**config.mk**
```make
export PLATFORM = sky130hd
export DESIGN_NAME = multicycle_ctrl
export DESIGN_NICKNAME = d
export VERILOG_FILES = /design/src/rtl/multicycle_ctrl.sv
export SDC_FILE = /design/constraint.sdc
export NUM_CORES = 1
export LEC_CHECK = 0
export CAP_MARGIN = 5
export CORE_MARGIN = 5
export CORE_UTILIZATION = 43
export CTS_BUF_LIST = sky130_fd_sc_hd__clkbuf_8
export CTS_CLUSTER_SIZE = 20
export DETAILED_ROUTE_END_ITERATION = 6
export PLACE_DENSITY = 0.86
export SYNTH_ARGS = -nofsm -noshare
export SYNTH_HDL_FRONTEND = slang
export SYNTH_SLANG_ARGS = --single-unit
```
**constraint.sdc**
```tcl
create_clock -name clk -period 2.1 [get_ports clk]
set_clock_uncertainty 0.2 [all_clocks]
set_input_delay 0.315 -clock clk [delete_from_list [all_inputs] [get_ports clk]]
set_output_delay 0.315 -clock clk [all_outputs]
set_load 0.02 [all_outputs]
```
**src/rtl/multicycle_ctrl.sv**
```systemverilog
// Multi-cycle MIPS control FSM for a shared-memory datapath with a memory-wait watchdog.
// Optional macro ILLEGAL_TRAP_EN: unknown opcodes/functs trap into HALT instead of running as nop/addu.
module multicycle_ctrl #(
  parameter int MEM_WAIT_MAX = 255
) (
  input  logic       clk,
  input  logic       rst,
  input  logic [5:0] OP,
  input  logic [5:0] func,
  input  logic       Zero,
  input  logic       mem_ready,
  output logic       PCWr,
  output logic       IorD,
  output logic       MemRd,
  output logic       MemWr,
  output logic       IRWr,
  output logic       RegDst,
  output logic       MemtoReg,
  output logic       RegWr,
  output logic       ALUsrcA,
  output logic [1:0] ALUsrcB,
  output logic [2:0] ALUctr,
  output logic       ExtOp,
  output logic [1:0] PCSrc,
  output logic       instr_done,
  output logic       mem_err,
  output logic       illegal,
  output logic [3:0] state
);

  typedef enum logic [3:0] {
    S_FETCH    = 4'd0,
    S_DECODE   = 4'd1,
    S_EXEC_R   = 4'd2,
    S_RWB      = 4'd3,
    S_EXEC_I   = 4'd4,
    S_IWB      = 4'd5,
    S_MEM_ADDR = 4'd6,
    S_MEM_RD   = 4'd7,
    S_LWB      = 4'd8,
    S_MEM_WR   = 4'd9,
    S_BRANCH   = 4'd10,
    S_JUMP     = 4'd11,
    S_HALT     = 4'd12
  } state_t;

  localparam logic [5:0] OP_R     = 6'b000000;
  localparam logic [5:0] OP_LW    = 6'b100011;
  localparam logic [5:0] OP_SW    = 6'b101011;
  localparam logic [5:0] OP_BEQ   = 6'b000100;
  localparam logic [5:0] OP_J     = 6'b000010;
  localparam logic [5:0] OP_ORI   = 6'b001101;
  localparam logic [5:0] OP_ADDIU = 6'b001001;

  localparam int CW = (MEM_WAIT_MAX < 2) ? 1 : $clog2(MEM_WAIT_MAX + 1);
  localparam logic [CW-1:0] CNT_MAX = CW'(MEM_WAIT_MAX);

  state_t          r_state;
  state_t          w_next;
  logic [CW-1:0]   r_cnt;
  logic            w_wait;
  logic            w_abort;
  logic            w_op_known;
  logic [2:0]      w_rctr;

  assign w_wait  = (r_state == S_FETCH) || (r_state == S_MEM_RD) || (r_state == S_MEM_WR);
  // Abort fires on the cycle the counter reaches the limit, whatever mem_ready says.
  assign w_abort = (MEM_WAIT_MAX != 0) && w_wait && (r_cnt == CNT_MAX);

  assign w_op_known = (OP == OP_R) || (OP == OP_LW) || (OP == OP_SW) || (OP == OP_BEQ) ||
                      (OP == OP_J) || (OP == OP_ORI) || (OP == OP_ADDIU);

`ifdef ILLEGAL_TRAP_EN
  logic w_func_ok;
  assign w_func_ok = (func == 6'b100001) || (func == 6'b100000) || (func == 6'b100011) ||
                     (func == 6'b100010) || (func == 6'b101011) || (func == 6'b101010);
`endif

  always_comb begin
    w_rctr = 3'b000;
    case (func)
      6'b100000: w_rctr = 3'b001;
      6'b100011: w_rctr = 3'b100;
      6'b100010: w_rctr = 3'b101;
      6'b101011: w_rctr = 3'b110;
      6'b101010: w_rctr = 3'b111;
      default:   w_rctr = 3'b000;
    endcase
  end

  always_comb begin
    w_next = r_state;
    case (r_state)
      S_FETCH: begin
        if (w_abort)        w_next = S_FETCH;
        else if (mem_ready) w_next = S_DECODE;
      end
      S_DECODE: begin
        if (!w_op_known) begin
`ifdef ILLEGAL_TRAP_EN
          w_next = S_HALT;
`else
          w_next = S_FETCH;
`endif
        end else begin
          case (OP)
            OP_R:            w_next = S_EXEC_R;
            OP_LW, OP_SW:    w_next = S_MEM_ADDR;
            OP_BEQ:          w_next = S_BRANCH;
            OP_J:            w_next = S_JUMP;
            default:         w_next = S_EXEC_I;
          endcase
        end
      end
`ifdef ILLEGAL_TRAP_EN
      S_EXEC_R:   w_next = w_func_ok ? S_RWB : S_HALT;
      S_HALT:     w_next = S_HALT;
`else
      S_EXEC_R:   w_next = S_RWB;
`endif
      S_EXEC_I:   w_next = S_IWB;
      S_MEM_ADDR: w_next = (OP == OP_SW) ? S_MEM_WR : S_MEM_RD;
      S_MEM_RD: begin
        if (w_abort)        w_next = S_FETCH;
        else if (mem_ready) w_next = S_LWB;
      end
      S_MEM_WR: begin
        if (w_abort || mem_ready) w_next = S_FETCH;
      end
      default:    w_next = S_FETCH;
    endcase
  end

  // Counter restarts whenever the state changes or an abort re-enters FETCH.
  always_ff @(posedge clk) begin
    if (rst) begin
      r_state <= S_FETCH;
      r_cnt   <= '0;
    end else begin
      r_state <= w_next;
      if ((w_next != r_state) || w_abort)
        r_cnt <= '0;
      else if (w_wait && !mem_ready && (r_cnt != '1))
        r_cnt <= r_cnt + 1'b1;
    end
  end

  always_comb begin
    PCWr = 1'b0; IorD = 1'b0; MemRd = 1'b0; MemWr = 1'b0; IRWr = 1'b0;
    RegDst = 1'b0; MemtoReg = 1'b0; RegWr = 1'b0; ALUsrcA = 1'b0;
    ALUsrcB = 2'b00; ALUctr = 3'b000; ExtOp = 1'b0; PCSrc = 2'b00;
    instr_done = 1'b0; mem_err = 1'b0; illegal = 1'b0; state = 4'd0;
    if (!rst) begin
      state = r_state;
      case (r_state)
        S_FETCH: begin
          MemRd   = 1'b1;
          ALUsrcB = 2'b01;
          IRWr    = mem_ready && !w_abort;
          PCWr    = mem_ready && !w_abort;
          mem_err = w_abort;
        end
        S_DECODE: begin
          ALUsrcB = 2'b11;
          ExtOp   = 1'b1;
`ifndef ILLEGAL_TRAP_EN
          instr_done = !w_op_known;
`endif
        end
        S_EXEC_R: begin
          ALUsrcA = 1'b1;
          ALUctr  = w_rctr;
        end
        S_RWB: begin
          RegDst = 1'b1; RegWr = 1'b1; instr_done = 1'b1;
        end
        S_EXEC_I: begin
          ALUsrcA = 1'b1;
          ALUsrcB = 2'b10;
          ALUctr  = (OP == OP_ORI) ? 3'b010 : 3'b000;
          ExtOp   = (OP != OP_ORI);
        end
        S_IWB: begin
          RegWr = 1'b1; instr_done = 1'b1;
        end
        S_MEM_ADDR: begin
          ALUsrcA = 1'b1; ALUsrcB = 2'b10; ExtOp = 1'b1;
        end
        S_MEM_RD: begin
          IorD = 1'b1; MemRd = 1'b1; mem_err = w_abort;
        end
        S_LWB: begin
          RegWr = 1'b1; MemtoReg = 1'b1; instr_done = 1'b1;
        end
        S_MEM_WR: begin
          IorD = 1'b1; MemWr = 1'b1;
          instr_done = mem_ready && !w_abort;
          mem_err    = w_abort;
        end
        S_BRANCH: begin
          ALUsrcA = 1'b1; ALUctr = 3'b100; PCSrc = 2'b01;
          PCWr = Zero; instr_done = 1'b1;
        end
        S_JUMP: begin
          PCSrc = 2'b10; PCWr = 1'b1; instr_done = 1'b1;
        end
`ifdef ILLEGAL_TRAP_EN
        S_HALT: illegal = 1'b1;
`endif
        default: ;
      endcase
    end
  end

endmodule
```
==> results of run 1 <==
Yosys cell counts (4+ instances only):
master | n | share of area
clkbuf_1 | 9 | 0.028
nor3_1 | 9 | 0.038
nand3_1 | 12 | 0.050
dfxtp_1 | 12 | 0.20
nor2b_1 | 4 | 0.021
nor4_1 | 5 | 0.026
a21oi_1 | 14 | 0.059
nand2_1 | 14 | 0.044
xor2_1 | 6 | 0.044
nand2b_1 | 4 | 0.021
or2_1 | 4 | 0.021
nor2_1 | 25 | 0.079
worst max-delay path: cells and delay by family (launching register included):
family | cells | cell delay [ns]
and+or+nand+nor | 4 | 0.78
AOI/OAI and AO/OA | 1 | 0.19
DFF | 1 | 0.37
buffers and inverters | 1 | 0.14
stage by stage:
step / TNS [ns] / hold slack (ns) / std cells
floorplan: -0.07979 / 0.2536 / 174
global placement: -10.64 / 0.3089 / 296
finish: -0.5373 / 0.3909 / 306
detailed placement: -11.60 / 0.3387 / 296
CTS: -0.1611 / 0.3546 / 303
global route: -1.501 / 0.4200 / 306
report_power, final:
group          switching (mW)  internal [mW]  total (mW)
Sequential            0.00585          0.230       0.236
Combinational           0.150          0.142       0.292
Clock                   0.101          0.127       0.228
Total                   0.257          0.499       0.756
flip-flops by register name, summed over array words and instances (netlist names):
signal and cells:
r_cnt 8, r_state 4
per-layer routing:
| metal | share of wire | routed length, µm |
|---|---|---|
| met4 | 0.082 | 536 |
| met3 | 0.093 | 612 |
| met2 | 0.47 | 3075 |
| met5 | 0 | 0 |
| met1 | 0.36 | 2339 |
how the worst min path moves through the flow:
stage | from | endpoint | slack, ns | cells past startpoint
global placement | r_cnt[7] | r_cnt[7] | 0.31 | 2
floorplan | r_cnt[1] | r_cnt[1] | 0.25 | 2
global route | r_cnt[7] | r_cnt[7] | 0.42 | 2
CTS | r_cnt[7] | r_cnt[7] | 0.35 | 2
finish | r_cnt[7] | r_cnt[7] | 0.39 | 2
detailed placement | r_cnt[7] | r_cnt[7] | 0.34 | 2
kinds of logic (layout without fill, tap and decap cells):
| kind of cell | count (synthesis) | after routing | synth area share |
|---|---|---|---|
| flops | 12 | 12 | 0.2017 |
| buf+inv | 15 | 116 | 0.05041 |
| compound gates | 33 | 33 | 0.1891 |
| other cells | 1 | 1 | 0.003148 |
| simple gates | 103 | 103 | 0.4790 |
| xor+xnor | 9 | 9 | 0.06618 |
| fa+ha+maj | 1 | 1 | 0.01050 |
layout make-up:
cell class | instances | area, µm² | area share
multi-input cells | 147 | 1109 | 0.4718
inverters | 4 | 20.02 | 0.008520
repair buffers | 109 | 885.9 | 0.3770
clock buffers | 3 | 41.29 | 0.01757
flip-flops and latches | 12 | 255.2 | 0.1086
well taps | 31 | 38.79 | 0.01651
timing repair:
action,CTS,global route
cloned,0,0
setup endpoints to repair,31,25
pin swaps,7,15
hold endpoints to repair,0,0
buffers inserted,4,4
gates resized for setup,106,66
placed cells by master (no fill, tap or decap), types with 5 or more instances in the layout:
cell type        instances
dlygate4sd2_1            5
buf_6                   12
clkdlybuf4s50_1          9
nor2_1                  20
buf_4                   71
a21oi_1                 10
dfxtp_1                  6
nor3_1                   5
nand3_1                  9
nand2_1                 10
==> results.yml, run 1 <==
critical_path:
  crit_path_max_incr_delay_ns: 0.37
  crit-reg2reg-capture: "r_cnt[6]"
  worst_path_max_delay_cell: "dfxtp_2"
  critPathCapture: "ALUctr[1]"
  ff2ff_path_depth: 7
  end_kind: "primary output"
  timing.reg2reg.setup_slack_ns: -0.12
  worst_ep_arrival_time_ns: 1.75
  cp_max_fo: 4
  cp.required_ns: 1.58
  startpoint_type: "flop"
  cp-startpoint: "r_state[1]"
  crit_chain: "or2b_1 > or2_4 > nor2_4 > nand4b_1 > a21oi_2 > buf_6"
  worstReg2RegStart: "r_state[3]"
  worstSetupPathType: "reg2out"
power_and_ir_drop:
  leakage_nw: 0.9960
  power_mw: 0.7560
  power_density_nw_per_um2: 321.7
  ir_drop_mv: 0.6234
global_routing:
  grt_max_degree: 10
  antenna_found_initial: 0
  grt-busiest-layer: "met2"
  grt_pass1_vias: 1852
  grt_pass1_wl_um: 8569
  grtUsageMet3: 0.08273
  use_met2: 0.4417
  grt_usage: 0.2692
  met1_usage: 0.2946
  overflow: 0
route:
  firstDrtPassIters: 5
  vias: 1967
  drt-initial-drc-count: 164
  ant_nets: 0
  wire_per_inst_um: 21.45
  vias_per_cell: 6.428
  drc: 0
  wirelength_um: 6564
synthesis:
  syn-num-nets: 191
  avgSynthCellArea_um2: 6.846
  seq_area_frac_synth: 0.2017
  synth_seq_cells: 12
  synth_cells: 174
  synth_ff_type: "dfxtp_1"
  synthArstFlopShare: 0
  synth_cell_types: 50
  syn_area_um2: 1191
  yosys_warnings: 0
  synth_enable_flop_cells: 0
place:
  pre_cts_slack_ns: -0.5461
  io_buffer_count: 38
  placed_cell_area_um2: 2064
  place_congestion: 0.8385
  dp_hpwl_um: 3648
clock_network:
  clock-sinks: 12
  cts_buffer_depth: 2
  clkTransAtPathRegs_ns: 0.06
  clk_latency_ns: 0.26
  hold_buffers: 0
  cts_tree: "yes"
  h-tree-depth: 1
  cts_buffers: 3
  ctsRootBufferMaster: "clkbuf_8"
final_layout:
  utilization: 0.8670
  layout-drive-gt1-share: 0.5273
  area_growth_pct: 97.27
  final_area_um2: 2350
  nets: 294
  nFillCells: 137
  diodes: 0
hold_path:
  min_path_type: "reg2reg"
floorplan:
  initial_core_util: 0.4395
  die_x_um: 62.63
  core-area_um2: 2710
  die_h_um: 62.63
  rows: 19
  ios: 40
  die_area_um2: 3923
run_status:
  failed_checks: "setup timing"
  status: "complete, but fails checks"
timing:
  setup_viol: 14
  layout_setup_ws_ns: -0.1621
  min_period_ns: 2.262
  fin_crit_sh: 1.077
  fmaxAchievable_mhz: 442.1
  rsz0062_at_grt: "true"
  final_max_slew_viol_count: 0
  hold_viol: 0
flow_run:
  maxCapViolations: 0
Note: power is estimated with default switching activity, not from simulation.
==> inputs of run 2 (changes only) <==
--- a/config.mk
+++ b/config.mk
@@ -9,6 +9,7 @@
 export CORE_MARGIN = 5
 export CORE_UTILIZATION = 43
 export CTS_BUF_LIST = sky130_fd_sc_hd__clkbuf_8
+export CTS_CLUSTER_DIAMETER = 60
 export CTS_CLUSTER_SIZE = 20
 export DETAILED_ROUTE_END_ITERATION = 6
 export PLACE_DENSITY = 0.86
==> results of run 2 <==
The final DEF is identical to that of run 1; final timing and power are the same.
